<file path="src/rtl/fft_frame_scheduler.sv">
// -----------------------------------------------------------------------------
// fft_frame_scheduler
//
// Frame-level controller that sits around a streaming FFT core.
//  - Gates the 12-bit ADC sample stream into the FFT, one frame of FFT_LENGTH
//    samples at a time. Between frames the FFT is held in reset.
//  - After the FFT reports done, it steps the FFT readout index.
//  - It scans the magnitude stream over bins 1..FFT_LENGTH/2-1 for the peak.
//  - It presents {peak_bin, peak_mag} to the consumer over valid/ready.
//
// Ports
//   clk               system clock, rising edge
//   reset             asynchronous active-low reset
//   enable_i          run request (level)
//   adc_data_i/valid  ADC sample and its one-cycle strobe
//   fft_reset_o       1 = FFT held in reset
//   fft_in_valid_o    sample forward strobe (1 cycle after adc strobe)
//   fft_in_real_o     {adc_data, 4'b0000}
//   fft_done_i        FFT computation complete
//   fft_index_o       FFT readout index, steps on fft_out_ready_i
//   fft_out_ready_i   FFT readout ready pulse
//   magnitude_i/_ready_i  magnitude stream from the FFT
//   peak_bin_o/peak_mag_o result of the last completed frame
//   result_valid_o/result_ready_i  result handshake
//   frame_count_o     accepted frames (wraps)
//   overrun_o         sticky: sample arrived outside FILL
//   timeout_o         sticky: FFT never reported done
// -----------------------------------------------------------------------------
module fft_frame_scheduler #(
    parameter int FFT_LENGTH = 1024,
    parameter int IDX_W      = $clog2(FFT_LENGTH),
    parameter int TIMEOUT    = 65535
) (
    input  logic             clk,
    input  logic             reset,
    input  logic             enable_i,
    input  logic [11:0]      adc_data_i,
    input  logic             adc_valid_i,
    output logic             fft_reset_o,
    output logic             fft_in_valid_o,
    output logic [15:0]      fft_in_real_o,
    input  logic             fft_done_i,
    output logic [IDX_W-1:0] fft_index_o,
    input  logic             fft_out_ready_i,
    input  logic [15:0]      magnitude_i,
    input  logic             magnitude_ready_i,
    output logic [IDX_W-1:0] peak_bin_o,
    output logic [15:0]      peak_mag_o,
    output logic             result_valid_o,
    input  logic             result_ready_i,
    output logic [15:0]      frame_count_o,
    output logic             overrun_o,
    output logic             timeout_o
);

    localparam int TW = $clog2(TIMEOUT + 1);
    localparam logic [IDX_W-1:0] LAST_SAMPLE = IDX_W'(FFT_LENGTH - 1);
    localparam logic [IDX_W-1:0] LAST_MAG    = IDX_W'(FFT_LENGTH / 2 - 1);
    localparam logic [TW-1:0]    TO_LAST     = TW'(TIMEOUT - 1);

    typedef enum logic [2:0] {
        S_IDLE,
        S_FILL,
        S_COMPUTE,
        S_READOUT,
        S_REPORT
    } state_t;

    state_t             state_reg;
    logic [IDX_W-1:0]   sample_cnt_reg;
    logic [IDX_W-1:0]   mag_cnt_reg;
    logic [TW-1:0]      tmo_cnt_reg;
    logic               fft_reset_reg;
    logic               fft_in_valid_reg;
    logic [15:0]        fft_in_real_reg;
    logic [IDX_W-1:0]   fft_index_reg;
    logic [IDX_W-1:0]   peak_bin_reg;
    logic [15:0]        peak_mag_reg;
    logic               result_valid_reg;
    logic [15:0]        frame_count_reg;
    logic               overrun_reg;
    logic               timeout_reg;

    always_ff @(posedge clk or negedge reset) begin
        if (!reset) begin
            state_reg        <= S_IDLE;
            sample_cnt_reg   <= '0;
            mag_cnt_reg      <= '0;
            tmo_cnt_reg      <= '0;
            fft_reset_reg    <= 1'b1;
            fft_in_valid_reg <= 1'b0;
            fft_in_real_reg  <= '0;
            fft_index_reg    <= '0;
            peak_bin_reg     <= '0;
            peak_mag_reg     <= '0;
            result_valid_reg <= 1'b0;
            frame_count_reg  <= '0;
            overrun_reg      <= 1'b0;
            timeout_reg      <= 1'b0;
        end else begin
            // Forward strobe is a single-cycle pulse unless FILL re-arms it.
            fft_in_valid_reg <= 1'b0;

            // Any sample outside FILL is dropped and flagged.
            if (adc_valid_i && (state_reg != S_FILL))
                overrun_reg <= 1'b1;

            case (state_reg)
                S_IDLE: begin
                    sample_cnt_reg <= '0;
                    mag_cnt_reg    <= '0;
                    fft_index_reg  <= '0;
                    peak_bin_reg   <= '0;
                    peak_mag_reg   <= '0;
                    fft_reset_reg  <= 1'b1;
                    if (enable_i) begin
                        state_reg     <= S_FILL;
                        fft_reset_reg <= 1'b0;
                    end
                end

                S_FILL: begin
                    if (!enable_i) begin
                        // Abort: partial frame is discarded, FFT re-held.
                        state_reg     <= S_IDLE;
                        fft_reset_reg <= 1'b1;
                    end else if (adc_valid_i) begin
                        fft_in_valid_reg <= 1'b1;
                        fft_in_real_reg  <= {adc_data_i, 4'b0000};
                        sample_cnt_reg   <= sample_cnt_reg + 1'b1;
                        if (sample_cnt_reg == LAST_SAMPLE) begin
                            state_reg   <= S_COMPUTE;
                            tmo_cnt_reg <= '0;
                        end
                    end
                end

                S_COMPUTE: begin
                    if (fft_done_i) begin
                        state_reg <= S_READOUT;
                    end else if (tmo_cnt_reg == TO_LAST) begin
                        timeout_reg   <= 1'b1;
                        state_reg     <= S_IDLE;
                        fft_reset_reg <= 1'b1;
                    end else begin
                        tmo_cnt_reg <= tmo_cnt_reg + 1'b1;
                    end
                end

                S_READOUT: begin
                    // Index is a power-of-two width, so it wraps naturally.
                    if (fft_out_ready_i)
                        fft_index_reg <= fft_index_reg + 1'b1;
                    if (magnitude_ready_i) begin
                        // DC bin skipped; strict compare keeps the lowest bin on ties.
                        // Mirror bins never arrive here: we leave at bin N/2-1.
                        if ((mag_cnt_reg != '0) && (magnitude_i > peak_mag_reg)) begin
                            peak_bin_reg <= mag_cnt_reg;
                            peak_mag_reg <= magnitude_i;
                        end
                        mag_cnt_reg <= mag_cnt_reg + 1'b1;
                        if (mag_cnt_reg == LAST_MAG) begin
                            state_reg        <= S_REPORT;
                            fft_reset_reg    <= 1'b1;
                            result_valid_reg <= 1'b1;
                        end
                    end
                end

                S_REPORT: begin
                    if (result_ready_i) begin
                        frame_count_reg  <= frame_count_reg + 1'b1;
                        result_valid_reg <= 1'b0;
                        // Start the next frame from a clean slate.
                        sample_cnt_reg   <= '0;
                        mag_cnt_reg      <= '0;
                        fft_index_reg    <= '0;
                        peak_bin_reg     <= '0;
                        peak_mag_reg     <= '0;
                        if (enable_i) begin
                            state_reg     <= S_FILL;
                            fft_reset_reg <= 1'b0;
                        end else begin
                            state_reg     <= S_IDLE;
                        end
                    end
                end

                default: begin
                    state_reg     <= S_IDLE;
                    fft_reset_reg <= 1'b1;
                end
            endcase
        end
    end

    assign fft_reset_o    = fft_reset_reg;
    assign fft_in_valid_o = fft_in_valid_reg;
    assign fft_in_real_o  = fft_in_real_reg;
    assign fft_index_o    = fft_index_reg;
    assign peak_bin_o     = peak_bin_reg;
    assign peak_mag_o     = peak_mag_reg;
    assign result_valid_o = result_valid_reg;
    assign frame_count_o  = frame_count_reg;
    assign overrun_o      = overrun_reg;
    assign timeout_o      = timeout_reg;

endmodule

</file>
<file path="config.mk">
export PLATFORM = sky130hd
export DESIGN_NAME = fft_frame_scheduler
export DESIGN_NICKNAME = d
export VERILOG_FILES = /design/src/rtl/fft_frame_scheduler.sv
export SDC_FILE = /design/constraint.sdc
export NUM_CORES = 1
export LEC_CHECK = 0
export ABC_CLOCK_PERIOD_IN_PS = 2100
export BUFFER_PORTS_ARGS = -buffer_cell sky130_fd_sc_hd__clkbuf_2
export CAP_MARGIN = 25
export CORE_ASPECT_RATIO = 1.4
export CORE_UTILIZATION = 52
export CTS_BUF_LIST = sky130_fd_sc_hd__clkbuf_4
export DETAILED_ROUTE_END_ITERATION = 8
export MAX_ROUTING_LAYER = met4
export PLACE_DENSITY = 0.77
export SLEW_MARGIN = 10
export SYNTH_ARGS = -nofsm -noshare
export SYNTH_HDL_FRONTEND = slang
export SYNTH_SLANG_ARGS = --single-unit
</file>
<file path="constraint.sdc">
create_clock -name clk -period 2.1 [get_ports clk]
set_clock_uncertainty 0.05 [all_clocks]
set_input_delay 0.21 -clock clk [delete_from_list [all_inputs] [get_ports clk]]
set_output_delay 0.21 -clock clk [all_outputs]
set_load 0.01 [all_outputs]
</file>
==> metrics, run 1 <==
initial core utilization 0.5438; clock insertion delay at the later pin of the skew report 0.48 ns; area occupied by multi-input gates 2987 µm²; TritonCTS clock tree built; grt total ovfl 0; flop and latch count out of synthesis 108; Die Y 126.1 µm; Initial DRT Pass Iterations 7; Post-DRT Antenna Nets 0; IO buf count 104; Post-synth ARST share 1.000; post-layout util 0.7217; Critical Path Fanout Max 5; FILL cells approximately 750; Vias/cell 5.667; Final min period between 2 and 2.5 ns; post-DP HPWL 9.739 mm; share of cells above drive strength 1 0.2923; Max-Cap Viols 0; Power Dens Cells around 600 nW/µm²; startpoint class of the critical path register; placed cell count 864; setup violators final 26; overall routing resource usage 0.2692; Area growth syn-to-layout 32.71%; vias in the first global route 5,203; Core ar. 10,520 µm²; Die Width a little over 90 µm; Worst VDD drop between 400 and 500 µV; Die ar. 11,430 µm²; Ports 109; H-tree levels 3; failing checks negative setup slack; Worst Hold Class in2reg; RSZ-0062 raised after global routing true; FP Rows 44; first-pass GRT wire length 23.96 mm; wire per inst approximately 16 µm; crit path launch peak_mag_o[3]; Fin. Hold Viols 0; Bufs on Longest Clock Path 2; starting DRC count in detailed routing 368; Sink Count 108; initial antenna violation count 2; period utilization 1.074; clock buffer count from CTS 9; library cells used by synthesis roughly 60; register area around 2700 µm²; Synth Cell Area 5718 µm²; Via Count 5,310; Clock Root Buffer clkbuf_4; Post-layout nets 851; Seq/Total Area, Yosys 0.4729; Mapped Avg Cell Area ~9.7 µm²; crit path capture type register; Remaining DRCs 0; Worst Setup Slack, final -0.1556 ns; DP Area 6764 µm²; Most used DFF post-synth dfrtp_1; Worst Path Required 2.46 ns; Crit Path Class reg2reg; r2r startpoint peak_mag_o[3]; Pleak around 0.0038 µW; post-layout instance area 7589 µm²; routed wire length 15.11 mm; non-filler cells, final roughly 940; Max Slew Vio Count 0; largest net degree at the start of global routing 55; hold path start result_ready_i; Cells after Synth around 600; global placement routability congestion 0.8736; outcome complete, but fails checks; Clock transition at path regs 0.16 ns; Synthesis Warnings 0; Arr. time, crit path 2.62 ns; Max Freq 0.4433 GHz; Post-synth EDFFs 0
[layout make-up]
cell class                 count  area share
tap                          138     0.02275
clock inverter                 6    0.004122
sequential                   108      0.3565
timing repair buffer         213      0.1992
clock buffer                  10    0.009893
inverter                      27     0.01336
antenna                        2   0.0006595
multi-input combinational    433      0.3936
[Yosys cell counts (4+ instances only)]
master	instances	area (µm²)
dfrtp_1	107	2678
and4_1	7	61.31
xnor2_1	14	122.6
and3_1	13	81.33
o21ai_0	17	85.08
nand4_1	17	106.4
xor2_1	26	227.7
nand2_1	129	484.2
o211ai_1	15	112.6
a21oi_1	15	75.07
or4_1	11	82.58
mux2i_1	27	270.3
clkbuf_1	18	67.56
buf_4	4	30.03
o2111ai_1	6	52.55
nor2_1	39	146.4
o31ai_1	4	30.03
ha_1	23	287.8
nand3_1	17	85.08
inv_1	27	101.4
[cells in the final DEF, fill, tap and decap left out, types with 10 or more instances in the layout]
cell,netlist,final
buf_4,4,68
o211ai_1,15,15
clkbuf_2,0,103
xnor2_1,14,14
o21ai_0,17,12
nor2_1,39,39
nand4_1,17,17
ha_1,23,16
clkbuf_4,0,10
xor2_1,26,26
a21oi_1,15,15
mux2i_1,27,25
nand2_1,129,128
inv_1,27,24
nand3_1,17,17
dfrtp_1,107,106
and3_1,13,12
dlygate4sd3_1,0,33
[stage by stage]
stage | TNS [ns] | total power, µW | hold WS (ns) | setup WS, ns
floorplan | 0 | 2997 | -0.1356 | 0.008630
global placement | -2.225 | 3461 | 0.05907 | -0.1008
detailed placement | -4.965 | 3502 | 0.06131 | -0.2131
CTS | -0.07164 | 4488 | 0.02479 | -0.03878
global route | -4.779 | 4781 | 0.06303 | -0.2584
finish | -2.495 | 4521 | 0.05908 | -0.1556
[worst max-delay path: stages, from the launching register on]
cell      delay, ns
dfrtp_1        0.41
inv_1          0.05
ha_1           0.33
nand4_1        0.14
or4_4          0.57
o311ai_4       0.10
buf_4          0.19
buf_12         0.13
mux2i_1        0.22
[per-layer routing]
| metal | part of all wire | vias up | track usage |
|---|---|---|---|
| met5 | 0 | - | - |
| met4 | 0.045 | 0 | 0.1404 |
| met3 | 0.049 | 62 | 0.03925 |
| met2 | 0.51 | 206 | 0.4519 |
| met1 | 0.40 | 2584 | 0.3115 |
| li1 | - | 2458 | - |
[timing repair]
item / 4_1_cts / 5_1_grt
resized for setup: 12 / 22
hold endpoints to repair: 141 / 0
setup buffers: 7 / 11
cloned: 1 / 3
pin swaps: 3 / 5
setup endpoints to repair: 35 / 43
hold buffers: 33 / 0
[path summary, 6_finish.rpt]
kind,endpoint,slack (ns),cells after the start
max,peak_bin_o[8],-0.16,8
min,sample_cnt_reg[7],0.06,4
max reg2reg,peak_bin_o[8],-0.16,8
min reg2reg,overrun_o,0.43,1
max in group asynchronous,tmo_cnt_reg[12],1.17,3
min in group asynchronous,tmo_cnt_reg[9],0.08,2
[power breakdown]
part	total [µW]	switching [µW]	internal [µW]
clock	917	674	244
combinational	1280	761	517
sequential	2330	94.4	2230
total	4520	1530	2990
[cell families after synthesis]
logic type | Yosys count | share of synthesized area
and+or+nand+nor | 260 | 0.2258
DFF | 108 | 0.4729
AOI/OAI and AO/OA | 76 | 0.09475
buffers and inverters | 55 | 0.04311
xor gates and xnor gates | 40 | 0.06127
muxes | 29 | 0.05120
adders and majority gates | 23 | 0.05033
other | 1 | 0.0006558
Note: power is estimated with default switching activity, not from simulation.
==> run 2: changes to the inputs <==
--- a/config.mk
+++ b/config.mk
@@ -9,8 +9,10 @@
 export BUFFER_PORTS_ARGS = -buffer_cell sky130_fd_sc_hd__clkbuf_2
 export CAP_MARGIN = 25
 export CORE_ASPECT_RATIO = 1.4
+export CORE_MARGIN = 5
 export CORE_UTILIZATION = 52
 export CTS_BUF_LIST = sky130_fd_sc_hd__clkbuf_4
+export CTS_CLUSTER_SIZE = 40
 export DETAILED_ROUTE_END_ITERATION = 8
 export MAX_ROUTING_LAYER = met4
 export PLACE_DENSITY = 0.77
==> metrics, run 2 (synthesized netlist as in run 1, its figures left out) <==
TritonCTS clock tree built; Initial DRT Pass Iterations 5 (-2); Core ar. 10,810 µm² (+2.8%); startpoint class of the critical path register; clock insertion delay at the later pin of the skew report 0.48 ns (about the same); post-DP HPWL 10.17 mm (+4.4%); wire per inst 15.86 µm (-1.7%); hold_ws 0.06388 ns (+0.004795 ns); Arr. time, crit path 2.47 ns (-0.15 ns); clock buffer count from CTS 9 (unchanged); Worst Setup Slack, final -0.04297 ns (+0.1126 ns); Sink Count 108 (unchanged); clock group share of total power 0.211 (+0.008); FP Rows 45 (+2.3%); switching part of the total 0.3420 (+0.003742); most common cell after layout, fill and taps aside nand2_1; Critical Path Fanout Max 4 (-1); total negative slack -0.1633 ns (+2.331 ns); Logic pwr share 0.275 (-0.008); initial core utilization 0.5289 (-0.01485); Crit Path Class reg2reg; Vias/cell 5.443 (-4.0%); Via Count 5,138 (-3.2%); global placement routability congestion 0.9398 (+7.6%); Fin. Hold Viols 0 (unchanged); Final min period 2.143 ns (-0.1126 ns); Max Slew Vio Count 0 (unchanged); Bufs on Longest Clock Path 2 (unchanged); Post-layout nets 857 (+0.71%); number of diodes 0 (-2); Power Dens Cells 593.6 nW/µm² (-0.36%); initial antenna violation count 0 (-2); Clock Root Buffer clkbuf_4; crit path capture type register; RSZ-0062 raised after global routing true; setup violators final 12 (-54%); Max-Cap Viols 0 (unchanged); most frequent cells in the layout nand2_1 (127), dfrtp_1 (106), clkbuf_2 (103), buf_4 (74), nor2_1 (39); period utilization 1.020 (-0.05363); Remaining DRCs 0 (unchanged); Worst VDD drop 489.8 µV (+14%); overall routing resource usage 0.2309 (-0.03831); placed cell count 878 (+1.6%); IO buf count 104 (unchanged); routed wire length 14.97 mm (-0.93%); Post-DRT Antenna Nets 0 (unchanged); internal power 2989 µW (about the same); starting DRC count in detailed routing 285 (-23%); Die Y 134.1 µm (+6.3%); Clock transition at path regs 0.16 ns (about the same); largest net degree at the start of global routing 55 (unchanged); Worst Hold Class in2reg; Sequential Power Share 0.515 (about the same); vias in the first global route 5,310 (+2.1%); non-filler cells, final 944 (+0.75%); Pleak 0.003827 µW (+1.0%); Die Width 98.63 µm (+8.8%); Max Freq 0.4666 GHz (+5.3%); Ports 109 (unchanged); share of cells above drive strength 1 0.3051 (+0.01276); Die ar. 13,220 µm² (+16%); H-tree levels 3 (unchanged); Psw 1553 µW (+1.6%); Area growth syn-to-layout 33.83%; Worst Path Required 2.43 ns (-0.03 ns); failing checks negative setup slack; outcome complete, but fails checks; grt total ovfl 0 (unchanged); first-pass GRT wire length 24.52 mm (+2.3%)
[run 2: layout make-up]
class | count | area, µm²
well taps | 141 | 176.4
multi-input cells | 433 | 3027
clock buffers | 9 | 67.56
repair buffers | 219 | 1524
clock inverters | 7 | 51.30
fillers | 789 | 3158
inverters | 27 | 101.3
flip-flops and latches | 108 | 2705
[run 2: final timing paths]
check	startpoint	end	slack (ns)	cells after the start
setup / recovery	tmo_cnt_reg[0]	state_reg[0]	-0.04	7
hold / removal	result_ready_i	sample_cnt_reg[8]	0.06	4
setup reg to reg	tmo_cnt_reg[0]	state_reg[0]	-0.04	7
hold reg to reg	frame_count_o[15]	frame_count_o[15]	0.44	1
max in group asynchronous	reset	peak_bin_o[9]	1.18	3
min in group asynchronous	reset	fft_in_real_o[10]	0.07	2
[run 2: worst max-delay path, stage by stage (launching register included)]
cell	delay (ns)
dfrtp_1	0.43
inv_2	0.08
ha_4	0.12
nand3_2	0.06
or4_4	0.53
nand2_1	0.12
nor3b_2	0.29
mux2_2	0.37
[run 2: metrics by stage]
stage	util	power, µW	instance area [µm²]	setup WS, ns
finish	0.7079	4543	7652	-0.04297
CTS	0.6821	4519	7373	-0.008121
global placement	0.6325	3454	6838	-0.09547
global route	0.7079	4824	7652	-0.1343
detailed placement	0.6325	3497	6838	-0.1685
floorplan	-	2997	5752	0.008630
[run 2: metal layers]
| metal | vias up | part of all wire | global-route usage |
|---|---|---|---|
| li1 | 2464 | - | - |
| met1 | 2510 | 0.40 | 0.2717 |
| met2 | 140 | 0.54 | 0.3999 |
| met3 | 24 | 0.047 | 0.04266 |
| met4 | 0 | 0.020 | 0.07289 |
| met5 | - | 0 | - |
[run 2: power groups by stage]
stage | clock (µW) | combinational [µW] | sequential [µW]
3_5_place_dp | 0 | 1130 | 2370
4_1_cts | 1000 | 1190 | 2330
3_3_place_gp | 0 | 1100 | 2360
5_1_grt | 1080 | 1380 | 2360
6_report | 957 | 1250 | 2340
2_1_floorplan | 0 | 590 | 2410
[run 2: timing repair]
action,in CTS,in global routing
hold buffers,33,0
buffers inserted,2,13
resized for setup,8,35
pin swaps,3,7
gates cloned,1,1
setup endpoints to repair,30,39
endpoints found under the hold margin,141,0
